### src/rtl/uart_tx_arbiter.sv
// rtl/uart_tx_arbiter.sv - round-robin arbiter sharing one UART transmitter among NUM_REQ byte producers
// Optional frame watchdog enabled by defining TX_WATCHDOG_EN.
module uart_tx_arbiter #(
    parameter int NUM_REQ     = 4,
    parameter int DATA_W      = 8,
    parameter int WDOG_CYCLES = 4096
) (
    input  logic                                          clk,
    input  logic                                          reset_n,
    input  logic [NUM_REQ-1:0]                            req,
    input  logic [NUM_REQ*DATA_W-1:0]                     req_data,
    output logic [NUM_REQ-1:0]                            grant,
    output logic                                          tx_start,
    output logic [DATA_W-1:0]                             tx_data,
    input  logic                                          tx_busy,
    output logic [((NUM_REQ > 1) ? $clog2(NUM_REQ) : 1)-1:0] owner,
    output logic                                          active,
    output logic                                          wdog_err
);
    localparam int OW = (NUM_REQ > 1) ? $clog2(NUM_REQ) : 1;

    typedef enum logic [1:0] {
        IDLE      = 2'd0,
        WAIT_BUSY = 2'd1,
        WAIT_DONE = 2'd2
    } state_t;

    if (NUM_REQ < 1 || NUM_REQ > 8 || WDOG_CYCLES < 2) begin : g_bad_params
        $error("uart_tx_arbiter: parameter out of range");
    end

    state_t              state_q, state_d;
    logic [NUM_REQ-1:0]  grant_q, grant_d;
    logic                tx_start_q, tx_start_d;
    logic [DATA_W-1:0]   tx_data_q, tx_data_d;
    logic [OW-1:0]       owner_q, owner_d;
    logic                active_q, active_d;
    logic [OW-1:0]       win;
    logic                progress;
    logic                wdog_hit;

    // Scan owner+1, owner+2, ... so the last winner has the lowest priority.
    function automatic logic [OW-1:0] rr_pick(input logic [NUM_REQ-1:0] r,
                                              input logic [OW-1:0]      last);
        logic [OW-1:0]      w;
        logic               found;
        logic [NUM_REQ-1:0] sh;
        int                 idx;
        w     = last;
        found = 1'b0;
        for (int i = 1; i <= NUM_REQ; i++) begin
            idx = (int'(last) + i) % NUM_REQ;
            sh  = r >> idx;
            if (!found && sh[0]) begin
                w     = OW'(idx);
                found = 1'b1;
            end
        end
        return w;
    endfunction

    assign win      = rr_pick(req, owner_q);
    assign progress = ((state_q == WAIT_BUSY) && tx_busy) ||
                      ((state_q == WAIT_DONE) && !tx_busy);

`ifdef TX_WATCHDOG_EN
    localparam int CW = $clog2(WDOG_CYCLES) + 1;

    logic [CW-1:0] wdog_cnt_q;
    logic          wdog_err_q;

    assign wdog_hit = (state_q != IDLE) && !progress && (wdog_cnt_q == CW'(WDOG_CYCLES - 1));

    always_ff @(posedge clk or negedge reset_n) begin
        if (!reset_n) begin
            wdog_cnt_q <= '0;
            wdog_err_q <= 1'b0;
        end else begin
            wdog_err_q <= wdog_hit;
            if (state_q == IDLE || progress || wdog_hit) begin
                wdog_cnt_q <= '0;
            end else begin
                wdog_cnt_q <= wdog_cnt_q + 1'b1;
            end
        end
    end

    assign wdog_err = wdog_err_q;
`else
    assign wdog_hit = 1'b0;
    assign wdog_err = 1'b0;
`endif

    always_ff @(posedge clk or negedge reset_n) begin
        if (!reset_n) begin
            state_q    <= IDLE;
            grant_q    <= '0;
            tx_start_q <= 1'b0;
            tx_data_q  <= '0;
            owner_q    <= OW'(NUM_REQ - 1);
            active_q   <= 1'b0;
        end else begin
            state_q    <= state_d;
            grant_q    <= grant_d;
            tx_start_q <= tx_start_d;
            tx_data_q  <= tx_data_d;
            owner_q    <= owner_d;
            active_q   <= active_d;
        end
    end

    always_comb begin
        state_d    = state_q;
        grant_d    = '0;
        tx_start_d = 1'b0;
        tx_data_d  = tx_data_q;
        owner_d    = owner_q;
        active_d   = active_q;
        case (state_q)
            IDLE: begin
                // A busy transmitter here belongs to someone else; leave it alone.
                if (req != '0 && !tx_busy) begin
                    grant_d    = NUM_REQ'(1) << win;
                    tx_start_d = 1'b1;
                    tx_data_d  = DATA_W'(req_data >> (int'(win) * DATA_W));
                    owner_d    = win;
                    active_d   = 1'b1;
                    state_d    = WAIT_BUSY;
                end
            end
            WAIT_BUSY: begin
                if (tx_busy) begin
                    state_d = WAIT_DONE;
                end else if (wdog_hit) begin
                    active_d = 1'b0;
                    state_d  = IDLE;
                end
            end
            WAIT_DONE: begin
                if (!tx_busy || wdog_hit) begin
                    active_d = 1'b0;
                    state_d  = IDLE;
                end
            end
            default: begin
                active_d = 1'b0;
                state_d  = IDLE;
            end
        endcase
    end

    assign grant    = grant_q;
    assign tx_start = tx_start_q;
    assign tx_data  = tx_data_q;
    assign owner    = owner_q;
    assign active   = active_q;

endmodule

### config.mk
export PLATFORM = sky130hd
export DESIGN_NAME = uart_tx_arbiter
export DESIGN_NICKNAME = d
export VERILOG_FILES = /design/src/rtl/uart_tx_arbiter.sv
export SDC_FILE = /design/constraint.sdc
export NUM_CORES = 1
export LEC_CHECK = 0
export ABC_AREA = 1
export BUFFER_PORTS_ARGS = -buffer_cell sky130_fd_sc_hd__buf_2
export CORE_ASPECT_RATIO = 1.75
export CORE_MARGIN = 2
export CORE_UTILIZATION = 50
export CTS_BUF_LIST = sky130_fd_sc_hd__clkbuf_8
export DETAILED_ROUTE_END_ITERATION = 8
export MAX_ROUTING_LAYER = met4
export PLACE_DENSITY = 0.84
export SKIP_CTS_REPAIR_TIMING = 1
export SLEW_MARGIN = 25
export SYNTH_ARGS = -nofsm -noshare
export SYNTH_HDL_FRONTEND = slang
export SYNTH_SLANG_ARGS = --single-unit
### constraint.sdc
create_clock -name clk -period 3.4 [get_ports clk]
set_clock_uncertainty 0.15 [all_clocks]
set_input_delay 0.68 -clock clk [delete_from_list [all_inputs] [get_ports clk]]
set_output_delay 0.68 -clock clk [all_outputs]
set_load 0.01 [all_outputs]
==> run summary, run 1 <==
MaxCap Viol Count: 0
die width: 42.4 µm
CP max-delay cell: dfstp_2
flops & latches, synth: 18
GPL Wtd Cong: 0.899
sw power: 935 µW
WP buf/inv: 3
average wire per standard cell: 12.1 µm
synthesized area: 1290 µm²
Final min period: 2.37 ns
Post-Place Cells: 254
Worst-path clk slew: 0.06 ns
final core utilization: 0.638
CTS H-tree depth: 1
RSZ-0062 raised after global routing: false
Slew Viols, Final: 0
multi-input logic area: 729 µm²
# clock sinks: 18
post-route cell area: 1570 µm²
largest net degree at the start of global routing: 19
Initial Utilization: 0.524
vias in the first global route: 1368
Comb power frac: 0.695
Detail Route Antenna Nets: 0
Net count, final: 272
fillcell total: 252
Core ar.: 2460 µm²
Register Area: 453 µm²
later-pin clock latency in the skew report: 0.25 ns
die area: 3020 µm²
CTS Buf Count: 3
placed inst area: 1530 µm²
Worst VDD drop: 0.000713 V
leakage: 0.898 nW
max incr delay on CP: 0.68 ns
Crit path max-delay family: simple AND/OR/NAND/NOR gates
io pins: 56
Post-Syn Instances: 182
clock network power share: 0.085
crit-path max FO: 12
Sw Ratio: 0.546
Critical Path Stages: 13
GRT Resource Usage Total: 0.233
DP Wirelength: 2500 µm
Starting DRT DRC Count: 27
Seq/Total Area, Yosys: 0.351
sequential share of power: 0.220
kind of end point of the critical path: register
Fmax achieved: 423 MHz
first-pass GRT wire length: 5420 µm
worst setup margin: 1.03 ns
vias: 1360
Power Internal: 776 µW
Die H: 71.2 µm
Area Overhead vs Synth: 21.6%
initial antenna violation count: 0
# setup viols final: 0
DRT Pass-1 Iters: 4
final wirelength: 3120 µm
CP Launch Type: register
Port Buffers: 54
status: completed
GRT overflow: 0
drc violations: 0
post-synth net total: 221
part of the cycle the worst path needs: 0.696
layout cells sized above 1: 0.366
Reg2Reg Depth: 13
antenna diode count: 0
crit path cell chain: inv_2 > nand2_1 > nand2_1 > nand2_2 > nand2_4 > inv_4 > nand3_4 > inv_2 > nand2_1 > nand2_1 > nand3_1 > nand3_1 > nand2_1
critical path class: reg2reg
CTS tree: yes
arrival time of the worst setup path: 2.36 ns
Post-Place Worst Slack: 0.986 ns
Clk Tree Root Cell: clkbuf_8
Synth cell types: 23
Fin. Hold Viols: 0
most frequent CP cell: nand2_1
routed vias/inst: 5.27
largest buffer count on any clock path: 2
WP data required: 3.39 ns
final cell count without fillers: 258
YS warnings: 0
cell row count: 24
Sum Neg Setup Slack: 0 ns
Pwr Density: 1090 nW/µm²
Avg Inst Size Synth: 7.09 µm²
Hold WC Path Type: in2async
path summary, 6_finish.rpt:
kind | start | to | slack, ns
max | owner[0] | tx_data[3] | 1.03
min in group clk | state_q[1] | state_q[0] | 0.31
min | reset_n | tx_start | 0.19
min reg2reg | state_q[1] | state_q[0] | 0.31
max in group asynchronous | reset_n | owner[0] | 2.60
max reg2reg | owner[0] | tx_data[3] | 1.03
metrics by stage:
stage	hold slack, ns	power [mW]
floorplan	0.234	1.39
global placement	0.297	1.55
detailed placement	0.305	1.56
CTS	0.200	1.71
global route	0.218	1.88
finish	0.186	1.71
power by group through the flow:
stage | Sequential (mW) | Combinational, mW | Clock (mW)
after detailed placement | 0.378 | 1.19 | 0
after global routing | 0.388 | 1.33 | 0.157
final | 0.376 | 1.19 | 0.146
after CTS | 0.376 | 1.19 | 0.146
after global placement | 0.376 | 1.18 | 0
after floorplan | 0.395 | 0.990 | 0
Yosys cell counts:
master	number	area, µm²
nand2_1	55	206
inv_4	1	6.26
buf_6	2	22.5
buf_2	1	5.00
inv_1	6	22.5
buf_8	1	15.0
buf_4	3	22.5
nand4_1	1	6.26
inv_2	3	11.3
nand3_1	54	270
o21ai_0	3	15.0
o21ai_1	1	5.00
dfstp_2	2	52.6
conb_1	1	3.75
clkbuf_1	1	3.75
o31ai_1	1	7.51
nand2_2	16	100
dfrtp_1	16	400
a211oi_1	1	7.51
nand2_4	4	45.0
nor2_1	6	22.5
nand3_4	2	35.0
nor3_1	1	5.00
logic make-up after synthesis:
kind of cell,Yosys count,share of synthesized area
flip-flops,18,0.351
AO/OA/AOI/OAI,6,0.0271
other,1,0.00290
buffers and inverters,18,0.0843
AND/OR/NAND/NOR,139,0.535
registers in the layout, summed over array words and instances (netlist names):
signal	cells
owner	2
tx_start	1
grant	4
tx_data	8
state_q	2
active	1
cell usage in the layout, fill, tap and decap left out, types with 3 or more instances in the layout:
cell type	instances
clkbuf_8	3
nand2_2	16
inv_1	7
inv_2	3
dfrtp_1	16
nor2_1	6
nand2_1	55
nand2_4	4
buf_2	54
o21ai_0	3
nand3_1	54
cell type report:
type,count,share of cell area
timing repair buffer,54,0.172
clock inverter,1,0.00239
inverter,10,0.0255
clock buffer,3,0.0263
tap,26,0.0207
multi-input combinational,146,0.465
sequential,18,0.288
per-layer routing:
| layer | global-route usage | wire length [µm] | part of all wire | vias to the layer above |
|---|---|---|---|---|
| met5 | - | 0 | 0 | - |
| met4 | 0.118 | 77 | 0.025 | 0 |
| met3 | 0.0176 | 132 | 0.042 | 8 |
| met2 | 0.412 | 1650 | 0.53 | 50 |
| met1 | 0.254 | 1260 | 0.40 | 605 |
| li1 | - | - | - | 697 |
(Power assumes the default switching activity.)
==> run 2, diff against run 1 <==
--- a/config.mk
+++ b/config.mk
@@ -5,15 +5,15 @@
 export SDC_FILE = /design/constraint.sdc
 export NUM_CORES = 1
 export LEC_CHECK = 0
-export ABC_AREA = 1
+export ABC_AREA = 0
 export BUFFER_PORTS_ARGS = -buffer_cell sky130_fd_sc_hd__buf_2
 export CORE_ASPECT_RATIO = 1.75
 export CORE_MARGIN = 2
-export CORE_UTILIZATION = 50
+export CORE_UTILIZATION = 49
 export CTS_BUF_LIST = sky130_fd_sc_hd__clkbuf_8
 export DETAILED_ROUTE_END_ITERATION = 8
 export MAX_ROUTING_LAYER = met4
-export PLACE_DENSITY = 0.84
+export PLACE_DENSITY = 0.82
 export SKIP_CTS_REPAIR_TIMING = 1
 export SLEW_MARGIN = 25
 export SYNTH_ARGS = -nofsm -noshare
==> constraint.sdc (replaced) <==
create_clock -name clk -period 2.3 [get_ports clk]
set_clock_uncertainty 0.15 [all_clocks]
set_input_delay 0.46 -clock clk [delete_from_list [all_inputs] [get_ports clk]]
set_output_delay 0.46 -clock clk [all_outputs]
set_load 0.01 [all_outputs]
==> run summary, run 2 <==
status: finished, violations left
failing checks: hold timing
cell row count: 24 (unchanged)
Synth Area in Compound Gates: 0.234 (+0.207)
Net count, final: 221 (-19%)
Core ar.: 2520 µm² (+2.4%)
largest net degree at the start of global routing: 24 (+5)
later-pin clock latency in the skew report: 0.25 ns (about the same)
routed vias/inst: 5.89 (+12%)
io pins: 56 (unchanged)
Clk Tree Root Cell: clkbuf_8
YS warnings: 0 (unchanged)
synthesized area: 1310 µm² (+1.6%)
first-pass GRT wire length: 5350 µm (-1.1%)
Pwr Density: 1020 nW/µm² (-6.2%)
multi-input logic area: 724 µm² (-0.69%)
drc violations: 0 (unchanged)
Min Hold Slack: -0.0162 ns (-0.202 ns)
GPL Wtd Cong: 0.799 (-11%)
layout cells sized above 1: 0.486 (+0.120)
final wirelength: 3180 µm (+1.9%)
antenna diode count: 0 (unchanged)
# clock sinks: 18 (unchanged)
Post-Syn Instances: 126 (-31%)
critical path class: reg2reg
Fin. Hold Viols: 16 (+16)
Top FF cell, synth: dfrtp_1
CTS tree: yes
Synth Area in Simple Gates: 0.240 (-0.294)
Sum Neg Setup Slack: 0 ns (unchanged)
Synth Area in Adders: 0 (unchanged)
synth top area cells: dfrtp_1, a211oi_2, mux2i_1, nor3_2, o32ai_1
leakage: 0.775 nW (-14%)
dominant cell by count in the synthesized netlist: dfrtp_1
CP Launch Type: register
GRT overflow: 0 (unchanged)
die width: 43.1 µm (+1.6%)
most frequent cells in the layout: buf_2, dfrtp_1, inv_1
flops & latches, synth: 18 (unchanged)
sequential share of power: 0.320 (+0.100)
Power Internal: 989 µW (+27%)
Starting DRT DRC Count: 39 (+44%)
Port Buffers: 54 (unchanged)
total power draw: 1.68 mW (-2.0%)
fillcell total: 229 (-9.1%)
kind of end point of the critical path: register
sw power: 688 µW (-26%)
Detail Route Antenna Nets: 0 (unchanged)
Post-Place Worst Slack: 0.257 ns (-0.730 ns)
clock network power share: 0.152 (+0.067)
top-area cell type share of the netlist area: 0.305 (-0.00473)
asr flop ratio synth: 1.00 (unchanged)
Synth Area in XOR/XNOR: 0.00668 (+0.00668)
Sw Ratio: 0.410 (-0.136)
CTS H-tree depth: 1 (unchanged)
Worst VDD drop: 0.000741 V (+4.0%)
vias: 1219 (-10%)
largest buffer count on any clock path: 2 (unchanged)
CP max-delay cell: dfstp_2
Final min period: 2.03 ns (-0.333 ns)
RSZ-0062 raised after global routing: false
most common cell after layout, fill and taps aside: buf_2
Area Overhead vs Synth: 25.2%
Synth cell types: 36 (+57%)
MaxCap Viol Count: 0 (unchanged)
WP data required: 2.26 ns (-1.13 ns)
crit path cell chain: inv_1 > or3_1 > nand3_1 > and2_1 > a211oi_2
Avg Inst Size Synth: 10.4 µm² (+47%)
Comb power frac: 0.528 (-0.167)
arrival time of the worst setup path: 1.99 ns (-0.37 ns)
crit-path max FO: 8 (-4)
Worst-path clk slew: 0.07 ns (about the same)
die area: 3120 µm² (+3.3%)
WP buf/inv: 1 (-2)
average wire per standard cell: 15.4 µm (+27%)
post-synth net total: 165 (-25%)
DRT Pass-1 Iters: 4 (unchanged)
GRT Resource Usage Total: 0.225 (-0.00795)
Slew Viols, Final: 0 (unchanged)
initial antenna violation count: 0 (unchanged)
DP Wirelength: 2480 µm (-0.72%)
# setup viols final: 0 (unchanged)
largest family of logic cells by synthesized area: simple AND/OR/NAND/NOR gates
max reg flops: 8 (unchanged)
Register Area: 453 µm² (unchanged)
Fmax achieved: 492 MHz (+16%)
max incr delay on CP: 0.61 ns (-0.07 ns)
Hold WC Path Type: in2async
Crit path max-delay family: simple AND/OR/NAND/NOR gates
Die H: 72.4 µm (+1.7%)
cell taking the most area after synthesis: dfrtp_1
Post-synth top cells: dfrtp_1, inv_1, nand2b_1
Initial Utilization: 0.520 (-0.00455)
CTS Buf Count: 3 (unchanged)
vias in the first global route: 1203 (-12%)
fraction of synthesized area in multiplexers: 0.0687 (+0.0687)
worst setup margin: 0.268 ns (-0.767 ns)
Seq/Total Area, Yosys: 0.345 (-0.00536)
Post-synth EDFFs: 0 (unchanged)
part of the cycle the worst path needs: 0.884 (+0.188)
-- run 2: cell count changes in the layout (fill, tap and decap cells not counted), sizes merged, moves of 9 or more --
cell    delta
nand3     -52
nand2b    +10
mux2i      +9
nor3       +9
nand2     -75
-- run 2: final timing paths --
path                             from          to  slack [ns]  cells past startpoint
min                           reset_n  tx_data[4]       -0.02                      1
min in group clk              tx_busy  state_q[0]        0.33                      2
min reg2reg                state_q[1]  state_q[0]        0.41                      1
max reg2reg                  owner[0]  tx_data[1]        0.27                      5
max in group asynchronous     reset_n    owner[0]        1.69                      1
max                          owner[0]  tx_data[1]        0.27                      5
-- run 2: cell type report --
cell class	instances	share of cell area
clock buffers	4	0.0335
inverters	11	0.0252
multi-input cells	87	0.441
flip-flops and latches	18	0.276
well taps	26	0.0198
repair buffers	61	0.204
-- run 2: cells by family (layout without fill, tap and decap cells) --
group / count (synthesis) / in the layout
AND/OR/NAND/NOR: 42 / 42
AO/OA/AOI/OAI: 34 / 34
multiplexers: 9 / 9
other: 1 / 1
flip-flops: 18 / 18
buffers and inverters: 21 / 76
XOR/XNOR: 1 / 1
-- run 2: worst register-to-register path, cell delays in order (launching register included) --
cell and delay [ns]:
dfstp_2 0.61, inv_1 0.07, or3_1 0.38, nand3_1 0.12, and2_1 0.43, a211oi_2 0.13
-- run 2: through the flow --
| step | cell area, µm² | std cells | util |
|---|---|---|---|
| 6_report | 1640 | 207 | 0.651 |
| 2_1_floorplan | 1310 | 126 | - |
| 3_3_place_gp | 1590 | 203 | 0.629 |
| 5_1_grt | 1640 | 207 | 0.651 |
| 4_1_cts | 1640 | 207 | 0.651 |
| 3_5_place_dp | 1590 | 203 | 0.629 |
-- run 2: power by group through the flow --
stage          sequential (mW)  clock [mW]  combinational [mW]
6_report                 0.536       0.256               0.885
3_5_place_dp             0.539           0               0.884
3_3_place_gp             0.531           0               0.856
5_1_grt                  0.554       0.279               0.961
4_1_cts                  0.535       0.258               0.888
2_1_floorplan            0.579           0               0.596
-- run 2: routing by layer --
metal	vias to the layer above	part of all wire	GRT usage
li1	569	-	-
met1	599	0.38	0.254
met2	47	0.56	0.401
met3	4	0.047	0.0274
met4	0	0.013	0.0707
met5	-	0	-
